==> src/rtl/pr_switch_counter.sv <==
// pr_switch_counter
// -----------------
// Logic for one partial-reconfiguration region of the switch-processing overlay.
// It takes the four raw switch bits the overlay drives into the region. Each bit
// is synchronised and debounced. Rising edges of the debounced bits drive a
// 4-bit up/down event counter. A registered 4-bit result goes back to the
// overlay.
//
// Ports:
//   clk     in   1  region clock
//   rst     in   1  asynchronous active-low reset. Assertion clears all state
//                   at once; release is seen on the following clk edges.
//   in_pr   in   4  raw switch bits, asynchronous to clk
//                     [0] count up, [1] count down, [2] clear, [3] mode
//   out_pr  out  4  registered result
//                     mode 0: event count
//                     mode 1: {heartbeat, debounced bits [2:0]}
//
// Handshake: none. out_pr is a plain register and is valid on every cycle after
// reset release. There is no valid/ready pair.
//
// Latency: a new stable in_pr value is sampled first at edge 1. The matching
// out_pr change appears after edge SYNC_STAGES + DEBOUNCE_CYCLES + 2.

module pr_switch_counter #(
  parameter int SYNC_STAGES     = 2,
  parameter int DEBOUNCE_CYCLES = 50000,
  parameter int DEBOUNCE_W      = 16,
  parameter int HB_W            = 24
) (
  input  logic       clk,
  input  logic       rst,
  input  logic [3:0] in_pr,
  output logic [3:0] out_pr
);

  localparam logic [DEBOUNCE_W-1:0] DB_LAST = DEBOUNCE_W'(DEBOUNCE_CYCLES - 1);
  localparam logic [DEBOUNCE_W-1:0] DB_ONE  = DEBOUNCE_W'(1);

  // Each stage of the synchroniser holds all four bits. Stage 0 samples in_pr.
  logic [SYNC_STAGES-1:0][3:0]  sync_q;
  logic [3:0]                   sync_last;

  logic [3:0]                   db_q, db_d;      // debounced bits
  logic [3:0]                   db_dly_q;        // db one cycle later, for edge detect
  logic [3:0][DEBOUNCE_W-1:0]   cnt_q, cnt_d;    // per-bit debounce counters
  logic [3:0]                   rise;
  logic [3:0]                   count_q, count_d;
  logic [HB_W-1:0]              hb_q;
  logic [3:0]                   out_q, out_d;

  assign sync_last = sync_q[SYNC_STAGES-1];
  assign rise      = db_q & ~db_dly_q;
  assign out_pr    = out_q;

  always_comb begin
    db_d  = db_q;
    cnt_d = cnt_q;
    for (int i = 0; i < 4; i++) begin
      // Any return to agreement restarts the count. Only an unbroken run of
      // DEBOUNCE_CYCLES disagreeing cycles moves the debounced value.
      if (sync_last[i] == db_q[i]) begin
        cnt_d[i] = '0;
      end else if (cnt_q[i] == DB_LAST) begin
        db_d[i]  = sync_last[i];
        cnt_d[i] = '0;
      end else begin
        cnt_d[i] = cnt_q[i] + DB_ONE;
      end
    end
  end

  always_comb begin
    count_d = count_q;
    // Clear wins over everything. Simultaneous up and down cancel out.
    if (rise[2]) begin
      count_d = 4'd0;
    end else if (rise[0] && rise[1]) begin
      count_d = count_q;
    end else if (rise[0]) begin
      count_d = count_q + 4'd1;
    end else if (rise[1]) begin
      count_d = count_q - 4'd1;
    end
  end

  // The mode comes from the delayed debounced bit. The mode change and the
  // pass-through bits therefore reach out_pr on the same update.
  always_comb begin
    out_d = db_dly_q[3] ? {hb_q[HB_W-1], db_dly_q[2:0]} : count_q;
  end

  always_ff @(posedge clk or negedge rst) begin
    if (!rst) begin
      sync_q   <= '0;
      db_q     <= '0;
      db_dly_q <= '0;
      cnt_q    <= '0;
      count_q  <= '0;
      hb_q     <= '0;
      out_q    <= '0;
    end else begin
      sync_q   <= {sync_q[SYNC_STAGES-2:0], in_pr};
      db_q     <= db_d;
      db_dly_q <= db_q;
      cnt_q    <= cnt_d;
      count_q  <= count_d;
      hb_q     <= hb_q + HB_W'(1);
      out_q    <= out_d;
    end
  end

endmodule

==> config.mk <==
export PLATFORM = sky130hd
export DESIGN_NAME = pr_switch_counter
export DESIGN_NICKNAME = d
export VERILOG_FILES = /design/src/rtl/pr_switch_counter.sv
export SDC_FILE = /design/constraint.sdc
export NUM_CORES = 1
export LEC_CHECK = 0
export BUFFER_PORTS_ARGS = -buffer_cell sky130_fd_sc_hd__buf_2
export CAP_MARGIN = 15
export CORE_MARGIN = 4
export CORE_UTILIZATION = 35
export DETAILED_ROUTE_END_ITERATION = 6
export GPL_TIMING_DRIVEN = 0
export HOLD_SLACK_MARGIN = 0.05
export SLEW_MARGIN = 20
export SYNTH_ARGS = -nofsm -noshare
export SYNTH_HDL_FRONTEND = slang
export SYNTH_SLANG_ARGS = --single-unit
==> constraint.sdc <==
create_clock -name clk -period 3.6 [get_ports clk]
set_clock_uncertainty 0.05 [all_clocks]
set_input_delay 0.36 -clock clk [delete_from_list [all_inputs] [get_ports clk]]
set_output_delay 0.36 -clock clk [all_outputs]
set_load 0.02 [all_outputs]
Word level (Yosys, flattened, before mapping):

Cells that the tools add are included.

* register bits after elaboration: 112
* input port bits: 6
* output and inout bits: 4
* logic and storage cells: 56

* add/sub/neg operators: 7
* eq/ne operators: 9
* mux-type cells: 13
* bitwise gates (word level): 6
* reduce and logical (&&, ||, !) cells: 7

Operators by type and width (number)
* $mux W16: 8
* $add A16 B1 Y16 const B: 4
* $eq A16 B16 Y1 const B: 4
* $add A24 B1 Y24 const B: 1
* $mux W4: 5
* $reduce_and A2 Y1: 5
* $add A4 B1 Y4 const B: 1
* $eq A1 B1 Y1: 4
* $not A1 Y1: 4
* $sub A4 B1 Y4 const B: 1
* $and A3 B3 Y3: 1
* $not A3 Y3: 1
* $reduce_bool A3 Y1: 1
* $ne A2 B2 Y1 const B: 1
* $logic_and A1 B1 Y1: 1

Depth between registers and ports, before layout:

Gate-level depths: netlist of run 1.

* depth after elaboration: 6
* gate-level depth with buffers: 7
* mapped depth without buffers: 6

Worst setup path after synthesis of run 1:

No wires, ideal clock.

* path type: flip-flop to flip-flop
* start: register db_dly_q[0]
* end: register count_q[3]
* library setup time: 0.125 ns
* data arrival time: 1.544 ns
* required time: 3.425 ns
* path slack: 1.882 ns
* stages on the path, launching flop included: 8
* buffers on the path: 1
* period minus slack after synthesis: 1.718 ns
* cell sequence: dfrtp_1 nand2b_1 buf_2 ha_1 o21ai_0 nand3_1 o22a_1 mux2_2

* word-level cells in the longest chain between the ends: 5
* elaborated cells between the ends (all ways): 9
* classes of those cells: eq/ne: 1; mux: 3; bitwise: 2; reduce/logical: 3

Ends and longest elaborated chain
* from (decl): line 45 `logic [3:0] db_dly_q;`
* from (signal assigned): line 105 `db_dly_q <= db_q;`
* $not A3 Y3 (*): line 53 `assign rise = db_q & ~db_dly_q;`
* $and A3 B3 Y3 (*): line 53
* $mux W4 or $logic_and A1 B1 Y1 (tied branches): line 80, 78
* $mux W4 or $ne A2 B2 Y1 (tied branches)
* $mux W4 or $reduce_and A2 Y1 (tied branches)
* to (signal assigned): line 107 `count_q <= count_d;`
* to (decl): line 48 `logic [3:0] count_q, count_d;`

Mark *: on every way between the ends. The rest lies on a longest branch, timed or not. The select of a mux whose other input is x is not followed.
A chain may end at the register's enable or synchronous reset.

==> impl_metrics.json, run 1 <==
{
  "cap_violations": 0,
  "io_buffers": 9,
  "syn_inst": 465,
  "p_leak_nw": 2.39,
  "clk_pin_slew_ns": 0.07,
  "post-route-util": 0.406,
  "netlist_area_um2": 5070,
  "min_path_type": "in -> reg",
  "rrSetupSlack_ns": 1.57,
  "htree_levels": 3,
  "area_growth_pct": 12.5,
  "fin_ws_ns": 1.57,
  "drt_iter0_markers": 223,
  "timing.rr.start": "cnt_q[32]$_DFF_PN0_",
  "status": "complete, no violations",
  "nets": 502,
  "post-cts-setup-buffers": 0,
  "syn-num-nets": 478,
  "vias": 3277,
  "power_frac_seq": 0.547,
  "synthDistinctLibCells": 40,
  "fin_crit_ns": 2.03,
  "rsz0062_at_grt": "no",
  "fp.dieArea_um2": 16500,
  "p_sw_uw": 492,
  "timing.fmax_mhz": 492,
  "routed_wl_mm": 8.55,
  "cts_tree": "done",
  "synth_top_cell_area_share": 0.553,
  "yosys-top-cells-area": "dfrtp_1, xnor2_1, nor2_1, xor2_1, nand4_1",
  "cp-end-kind": "flip-flop",
  "track_usage": 0.118,
  "final_antenna_net_count": 0,
  "start_util": 0.361,
  "root_buffer": "clkbuf_16",
  "antenna_found_initial": 0,
  "worst_pin_slew_ns": 0.537,
  "die_w_um": 128,
  "cts_num_sinks": 112,
  "period_share": 0.564,
  "hold_viol": 0,
  "diodes": 0,
  "fillers": 1358,
  "rows": 43,
  "gp_congestion": 0.795,
  "setup_tns_ns": 0,
  "irDropWorstVdd_v": 0.000244,
  "holdCritStartpoint": "in_pr[2]",
  "wl_per_cell_um": 12.7,
  "worstSkewPairLatency_ns": 0.34,
  "rr_worst_depth": 5,
  "holdPathEnd": "sync_q[2]$_DFF_PN0_",
  "numCtsBuffers": 9,
  "pre_cts_ws_ns": 1.56,
  "clockBufferDepth": 2,
  "slew_viol_final": 0,
  "critPathLaunchType": "flip-flop",
  "drt-vias-per-instance": 4.86,
  "worstSetupPathType": "reg -> reg",
  "syn_avg_cell_area_um2": 10.9,
  "whs_ns": 0.0722,
  "power_density_nw_per_um2": 413,
  "grt_pass1_wl_mm": 16.2,
  "die_h_um": 128,
  "drive_gt1_frac": 0.0951,
  "ys_ff_latch": 112,
  "core_um2": 14000,
  "clkPwrFrac": 0.424,
  "synth_top_area_cell": "dfrtp_1",
  "min_path_cells": 1,
  "instances_no_fill": 674,
  "critPathMaxFanout": 10,
  "dp_cells": 655,
  "p_comb_frac": 0.029,
  "gr-total-overflow": 0,
  "drc": 0,
  "firstDrtPassIters": 4,
  "intPower_mw": 1.86,
  "crit_arrival_ns": 2.21,
  "dp_hpwl_mm": 5.84,
  "grt_pass1_vias": 3516,
  "ios": 10,
  "seq_area_frac_synth": 0.553,
  "setup_viol": 0,
  "synth.yosys.warnings": 0,
  "required_ns": 3.78,
  "grt_max_degree": 58,
  "r2r_end": "cnt_q[44]$_DFF_PN0_",
  "switching_share": 0.209,
  "slew_headroom": 0.642
}
## cell usage in the layout, fill, tap and decap left out, types with 2 or more instances in the layout
cell / synthesis / final
inv_1: 16 / 16
clkbuf_16: 0 / 9
dfrtp_1: 112 / 112
and4_1: 4 / 4
nand4_1: 24 / 24
and3_1: 3 / 3
ha_1: 7 / 7
buf_6: 1 / 2
inv_6: 0 / 2
dlygate4sd3_1: 0 / 3
nand2_1: 23 / 23
nor2b_1: 2 / 2
xnor2_1: 62 / 62
and2_1: 3 / 3
nor4bb_1: 3 / 3
xor2_1: 21 / 21
nor2_1: 80 / 80
clkbuf_1: 0 / 3
mux2_2: 9 / 9
nand3_1: 26 / 26
nor4_4: 2 / 2
nor4_1: 21 / 21
buf_2: 4 / 12
a31o_2: 2 / 2
nor3_1: 21 / 21
## Yosys cell counts
cell      count
dfrtp_1     112
nor2_1       80
xnor2_1      62
nand3_1      26
nand4_1      24
nand2_1      23
nor3_1       21
nor4_1       21
xor2_1       21
inv_1        16
mux2_2        9
ha_1          7
and4_1        4
buf_2         4
and2_1        3
and3_1        3
nor4bb_1      3
a31o_2        2
nor2b_1       2
nor4_4        2
a211oi_1      1
a21oi_1       1
a31oi_1       1
and2b_1       1
and4b_1       1
buf_6         1
mux2i_1       1
nand2b_1      1
nand3_2       1
nand3b_1      1
nand4_2       1
nand4b_1      1
nor4b_1       1
o21ai_0       1
o22a_1        1
o31ai_2       1
o41ai_4       1
or2_2         1
or3_1         1
or3_4         1
## worst max path at each step
stage | start | slack [ns] | cells past startpoint | endpoint
after floorplan | db_dly_q[0]$_DFF_PN0_ | 1.88 | 7 | count_q[3]$_DFFE_PN0P_
after global placement | rst | 0.81 | 1 | cnt_q[15]$_DFF_PN0_
after detailed placement | cnt_q[32]$_DFF_PN0_ | 1.56 | 5 | cnt_q[44]$_DFF_PN0_
after CTS | cnt_q[32]$_DFF_PN0_ | 1.54 | 5 | cnt_q[44]$_DFF_PN0_
after global routing | cnt_q[32]$_DFF_PN0_ | 1.39 | 5 | cnt_q[44]$_DFF_PN0_
final | cnt_q[32]$_DFF_PN0_ | 1.57 | 5 | cnt_q[44]$_DFF_PN0_
## power groups by stage
stage	clock, mW	sequential (mW)	combinational (mW)
global placement	0	1.31	0.0640
finish	0.998	1.29	0.0687
global route	1.10	1.29	0.0824
CTS	1.04	1.29	0.0715
floorplan	0	1.31	0.0293
detailed placement	0	1.31	0.0692
## metal layers
metal | up-vias | global-route usage | share of wire
met5 | - | 0 | 0
met4 | 0 | 0.0331 | 0.011
met3 | 9 | 0.0367 | 0.022
met2 | 20 | 0.192 | 0.48
met1 | 1595 | 0.154 | 0.49
li1 | 1653 | - | -
## metrics by stage
stage | instance area (µm²) | power (mW)
3_3_place_gp | 5340 | 1.37
3_5_place_dp | 5370 | 1.38
5_1_grt | 5700 | 2.47
4_1_cts | 5690 | 2.40
2_1_floorplan | 5070 | 1.34
6_report | 5700 | 2.35
## sequential cells by signal, summed over array words and instances (netlist names)
signal,cells
hb_q,24
sync_q,4
cnt_q,64
db_dly_q,4
count_q,4
sync_last,4
db_q,4
out_pr,4
## layout make-up
type / instances / area, µm² / share of cell area
multi-input combinational: 332 / 2170 / 0.381
inverter: 16 / 60.1 / 0.0105
timing repair buffer: 13 / 109 / 0.0191
clock buffer: 13 / 250 / 0.0439
tap: 180 / 225 / 0.0395
buffer: 5 / 31.3 / 0.00549
sequential: 112 / 2800 / 0.492
clock inverter: 3 / 47.5 / 0.00834
## cell families (layout without fill, tap and decap cells)
kind of cell / count (synthesis) / count (layout) / share of synthesized area
AO/OA/AOI/OAI: 9 / 9 / 0.0178
AND/OR/NAND/NOR: 223 / 223 / 0.228
multiplexers: 10 / 10 / 0.0220
adder cells (fa/ha/maj): 7 / 7 / 0.0173
flip-flops: 112 / 112 / 0.553
XOR/XNOR: 83 / 83 / 0.143
buffers and inverters: 21 / 50 / 0.0180
## timing repair
item,CTS,global route
hold buffers,2,1
hold endpoints to repair,57,1
gates resized for setup,0,0
## critical path: stages, from the launching register on
cell and delay (ns):
dfrtp_1 0.39, ha_1 0.20, nand3_1 0.31, o31ai_2 0.57, buf_2 0.32, nor2_1 0.08
(Power assumes the default switching activity.)
==> inputs of run 2 (changes only) <==
==> constraint.sdc (replaced) <==
create_clock -name clk -period 1.7 [get_ports clk]
set_clock_uncertainty 0.05 [all_clocks]
set_input_delay 0.17 -clock clk [delete_from_list [all_inputs] [get_ports clk]]
set_output_delay 0.17 -clock clk [all_outputs]
set_load 0.02 [all_outputs]
==> run 2 against run 1 <==
Effect of this change:
- the run now ends with negative setup slack left
- global-route usage shrank 0.16 points
- die area did not move
- register-to-register slack got worse by 1.6 ns
- sequential share of layout area decreased by 2.7 points
- final cell count grew 2.4%
- worst hold slack better by 0.17 ns
- power is 120% higher
- non-clock buffer count grew 16
- largest power group unchanged
==> impl_metrics.json, run 2 (synthesis results as in run 1) <==
{
  "status": "finished, violations left",
  "violations": "negative setup slack",
  "timing.fmax_mhz": 583,
  "track_usage": 0.117,
  "antenna_found_initial": 0,
  "gr-total-overflow": 0,
  "largest_reg_flops": 64,
  "layout_commonest_cell": "dfrtp_1",
  "cp-end-kind": "flip-flop",
  "power_density_nw_per_um2": 867,
  "rsz0062_at_grt": "yes",
  "timing.rr.start": "cnt_q[58]$_DFF_PN0_",
  "final_antenna_net_count": 0,
  "p_comb_frac": 0.034,
  "dp_hpwl_mm": 5.74,
  "min_path_type": "in -> async",
  "gp_congestion": 0.814,
  "cap_violations": 0,
  "period_share": 1.01,
  "drive_gt1_frac": 0.169,
  "power_frac_seq": 0.521,
  "grt_pass1_vias": 3342,
  "whs_ns": 0.244,
  "p_sw_mw": 1.14,
  "top_regs": "cnt_q x64, hb_q x24",
  "critPathLaunchType": "flip-flop",
  "htree_levels": 3,
  "die_w_um": 128,
  "slew_headroom": 0.723,
  "ios": 10,
  "clkPwrFrac": 0.445,
  "setup_viol": 8,
  "drc": 0,
  "worst_pin_slew_ns": 0.412,
  "diodes": 0,
  "rrSetupSlack_ns": -0.02,
  "intPower_mw": 4.09,
  "p_leak_nw": 2.49,
  "firstDrtPassIters": 4,
  "drt-vias-per-instance": 4.93,
  "wl_per_cell_um": 12.9,
  "pre_cts_ws_ns": -0.325,
  "cts_tree": "done",
  "die_h_um": 128,
  "rows": 43,
  "worstSetupPathType": "reg -> reg",
  "numCtsBuffers": 9,
  "switching_share": 0.219,
  "critPathMaxFanout": 5,
  "clockBufferDepth": 2,
  "core_um2": 14000,
  "final_cell_mix": "dfrtp_1, nor2_1, xnor2_1",
  "grt_max_degree": 72,
  "start_util": 0.361,
  "io_buffers": 9,
  "fin_crit_ns": 1.72,
  "top_register": "cnt_q",
  "routed_wl_mm": 8.93,
  "irDropWorstVdd_v": 0.000730,
  "root_buffer": "clkbuf_16",
  "slew_viol_final": 0,
  "clk_pin_slew_ns": 0.08,
  "crit_arrival_ns": 1.91,
  "vias": 3404,
  "cts_num_sinks": 112,
  "worstSkewPairLatency_ns": 0.35,
  "r2r_end": "cnt_q[62]$_DFF_PN0_",
  "grt_pass1_wl_mm": 15.6,
  "rr_worst_depth": 5,
  "fin_ws_ns": -0.0163,
  "drt_iter0_markers": 193,
  "nets": 518,
  "area_growth_pct": 19.0,
  "required_ns": 1.89,
  "fp.dieArea_um2": 16500,
  "hold_viol": 0
}
## run 2: cell types whose count changed in the layout (fill, tap and decap cells not counted), sizes merged
cell,delta
buf,+14
bufinv,+1
clkbuf,-4
clkinv,+1
clkinvlp,+2
dlygate4sd3,+2
## run 2: repair_timing
action                                  CTS  global route
gates cloned                              1             0
pin swaps                                 9            14
hold buffers                              5             0
endpoints found under the setup margin   54            63
endpoints found under the hold margin    45             0
gates resized for setup                  12            23
setup buffers                             8             7
## run 2: worst max path at each step
stage	endpoint	start	cells after the start
6_report	cnt_q[62]$_DFF_PN0_	cnt_q[58]$_DFF_PN0_	5
3_3_place_gp	cnt_q[14]$_DFF_PN0_	rst	1
2_1_floorplan	cnt_q[39]$_DFF_PN0_	cnt_q[32]$_DFF_PN0_	5
4_1_cts	cnt_q[62]$_DFF_PN0_	cnt_q[61]$_DFF_PN0_	6
3_5_place_dp	cnt_q[45]$_DFF_PN0_	cnt_q[32]$_DFF_PN0_	5
5_1_grt	cnt_q[62]$_DFF_PN0_	cnt_q[52]$_DFF_PN0_	6
## run 2: routing by layer
metal / GRT usage / up-vias / wire length [µm]
li1: - / 1687 / -
met1: 0.160 / 1670 / 4220
met2: 0.182 / 38 / 4290
met3: 0.0375 / 9 / 320
met4: 0.0281 / 0 / 95
met5: 0 / - / 0
## run 2: power by group through the flow
stage / Combinational (mW) / Clock (mW) / Sequential, mW
global placement: 0.134 / 0 / 2.78
detailed placement: 0.148 / 0 / 2.78
global route: 0.206 / 2.54 / 2.73
CTS: 0.171 / 2.43 / 2.72
finish: 0.177 / 2.33 / 2.72
floorplan: 0.0621 / 0 / 2.77
## run 2: metrics by stage
step	instances	cell area, µm²	total power [mW]	util	TNS (ns)
finish	690	6030	5.23	0.429	-0.0760
floorplan	465	5080	2.83	-	0
global placement	654	5350	2.91	0.381	-100.70
global route	690	6030	5.47	0.429	-0.592
CTS	684	5880	5.32	0.419	-0.353
detailed placement	655	5380	2.92	0.383	-6.14
## run 2: cell type report
cell class,instances,area (µm²)
Clock buffer,9,225
Fill cell,1282,8010
Multi-Input combinational cell,332,2320
Inverter,16,60.1
Timing Repair Buffer,31,250
Clock inverter,7,114
Sequential cell,112,2810
Tap cell,180,225
Buffer,3,26.3
## run 2: worst max-delay path: stages (launching register included)
cell	delay (ns)
dfrtp_1	0.42
or3_4	0.43
o41ai_4	0.36
buf_4	0.18
buf_6	0.12
nor2_1	0.04
==> inputs of run 3 (changes only) <==
--- a/config.mk
+++ b/config.mk
@@ -12,7 +12,9 @@
 export DETAILED_ROUTE_END_ITERATION = 6
 export GPL_TIMING_DRIVEN = 0
 export HOLD_SLACK_MARGIN = 0.05
+export REMOVE_ABC_BUFFERS = 1
 export SLEW_MARGIN = 20
 export SYNTH_ARGS = -nofsm -noshare
 export SYNTH_HDL_FRONTEND = slang
 export SYNTH_SLANG_ARGS = --single-unit
+export TNS_END_PERCENT = 100
==> run 3 against run 2 <==
Effect of this change:
- the flow now finishes without violations
- count of clock-buffer cells in the layout is 2 higher
- largest cell class unchanged
- flip-flop and latch count stayed put
- global-route usage is 0.29 points lower
- utilization is 0.67 points lower
- largest power group unchanged
==> impl_metrics.json, run 3 (synthesis results as in run 1) <==
{
  "crit_arrival_ns": 1.83,
  "firstDrtPassIters": 4,
  "grt_util_met1": 0.153,
  "instances_no_fill": 684,
  "p_leak_nw": 2.44,
  "critPathMaxFanout": 7,
  "slew_headroom": 0.681,
  "hold_viol": 0,
  "vias": 3418,
  "setup_viol": 0,
  "required_ns": 1.88,
  "slowest_stage": "dfrtp_1",
  "setup_tns_ns": 0,
  "critPathTopFamily": "simple AND/OR/NAND/NOR gates",
  "grt_pass1_wl_mm": 15.4,
  "whs_ns": 0.277,
  "grt.busiest_layer": "met2",
  "rrSetupSlack_ns": 0.05,
  "clockBufferDepth": 2,
  "fin_crit_ns": 1.65,
  "cp_cell_sequence": "or3_4, o41ai_4, buf_4, nor2_1",
  "wl_per_cell_um": 12.8,
  "power_density_nw_per_um2": 822,
  "largest_reg_flops": 64,
  "critPathLaunchType": "flip-flop",
  "path_buf_inv": 1,
  "rows": 43,
  "min_path_type": "in -> async",
  "cts_num_sinks": 112,
  "gp_congestion": 0.783,
  "top_register": "cnt_q",
  "routed_wl_mm": 8.77,
  "grt_use_met3": 0.0388,
  "status": "complete, no violations",
  "drive_gt1_frac": 0.157,
  "top_regs": "cnt_q x64, hb_q x24",
  "cap_violations": 0,
  "cp-end-kind": "flip-flop",
  "die_h_um": 128,
  "irDropWorstVdd_v": 0.000676,
  "rsz0062_at_grt": "yes",
  "rr_worst_depth": 4,
  "nets": 512,
  "dp_cells": 650,
  "drc": 0,
  "core_um2": 14000,
  "ios": 10,
  "seq_area_um2": 2810,
  "slew_viol_final": 0,
  "fillers": 1328,
  "root_buffer": "clkbuf_16",
  "final_antenna_net_count": 0,
  "grt_pass1_vias": 3332,
  "area_growth_pct": 17.2,
  "numCtsBuffers": 9,
  "dp_hpwl_mm": 5.78,
  "grt_max_degree": 63,
  "start_util": 0.361,
  "worstSetupPathType": "reg -> reg",
  "drt_iter0_markers": 184,
  "io_buffers": 9,
  "fp.dieArea_um2": 16500,
  "worstSkewPairLatency_ns": 0.35,
  "period_share": 0.971,
  "worst_pin_slew_ns": 0.479,
  "multi_input_area_um2": 2330,
  "track_usage": 0.114,
  "drt-vias-per-instance": 5.00,
  "cpPeakStageDelay_ns": 0.44,
  "antenna_found_initial": 0,
  "diodes": 0,
  "worst-path-stages": 4,
  "clk_pin_slew_ns": 0.07,
  "layout_commonest_cell": "dfrtp_1",
  "htree_levels": 3,
  "timing.fmax_mhz": 606,
  "gr-total-overflow": 0,
  "final_cell_mix": "dfrtp_1, nor2_1, xnor2_1",
  "use_met2": 0.178,
  "die_w_um": 128,
  "cts_tree": "done"
}
==> run 3: path summary, 6_finish.rpt <==
check | from | end
hold / removal | rst | hb_q[4]$_DFF_PN0_
setup / recovery | cnt_q[59]$_DFF_PN0_ | cnt_q[52]$_DFF_PN0_
setup reg to reg | cnt_q[59]$_DFF_PN0_ | cnt_q[52]$_DFF_PN0_
hold reg to reg | sync_q[2]$_DFF_PN0_ | sync_last[2]$_DFF_PN0_
min in group clk | sync_q[2]$_DFF_PN0_ | sync_last[2]$_DFF_PN0_
max in group asynchronous | rst | db_q[0]$_DFFE_PN0P_
==> run 3: timing repair <==
item,4_1_cts,5_1_grt
setup buffers,4,8
endpoints found under the hold margin,54,0
gates cloned,0,1
pin swaps,3,11
endpoints found under the setup margin,63,57
hold buffers,5,0
resized for setup,9,23
==> run 3: cell type report <==
class,instances,area share
Clock inverter,5,0.00653
Clock buffer,11,0.0409
Timing Repair Buffer,27,0.0396
Sequential cell,112,0.473
Inverter,16,0.0101
Tap cell,180,0.0379
Multi-Input combinational cell,333,0.392
==> run 3: worst register-to-register path: cells and delay by family (launching register included) <==
kind | cells | cell delay, ns
buffers and inverters | 1 | 0.21
AND/OR/NAND/NOR | 2 | 0.47
flip-flops | 1 | 0.44
AO/OA/AOI/OAI | 1 | 0.37
==> run 3: metrics by stage <==
stage	setup WS [ns]	instance area [µm²]	total power, mW	util
2_1_floorplan	-0.0758	5030	2.83	-
3_3_place_gp	-0.913	5310	2.90	0.378
3_5_place_dp	-0.592	5340	2.92	0.380
4_1_cts	0.00749	5760	4.97	0.410
5_1_grt	-0.0568	5940	5.11	0.423
6_report	0.0486	5940	4.88	0.423
==> run 3: layer usage <==
metal  vias up  routed length (µm)
li1       1676                   -
met1      1706                4160
met2        29                4260
met3         7                 269
met4         0                  78
met5         -                   0
==> run 3: report_power, final <==
| group | switching [mW] | internal (mW) | leakage, nW |
|---|---|---|---|
| Clock | 0.947 | 1.05 | 0.137 |
| Combinational | 0.103 | 0.0570 | 0.793 |
| Sequential | 0.0306 | 2.70 | 1.52 |
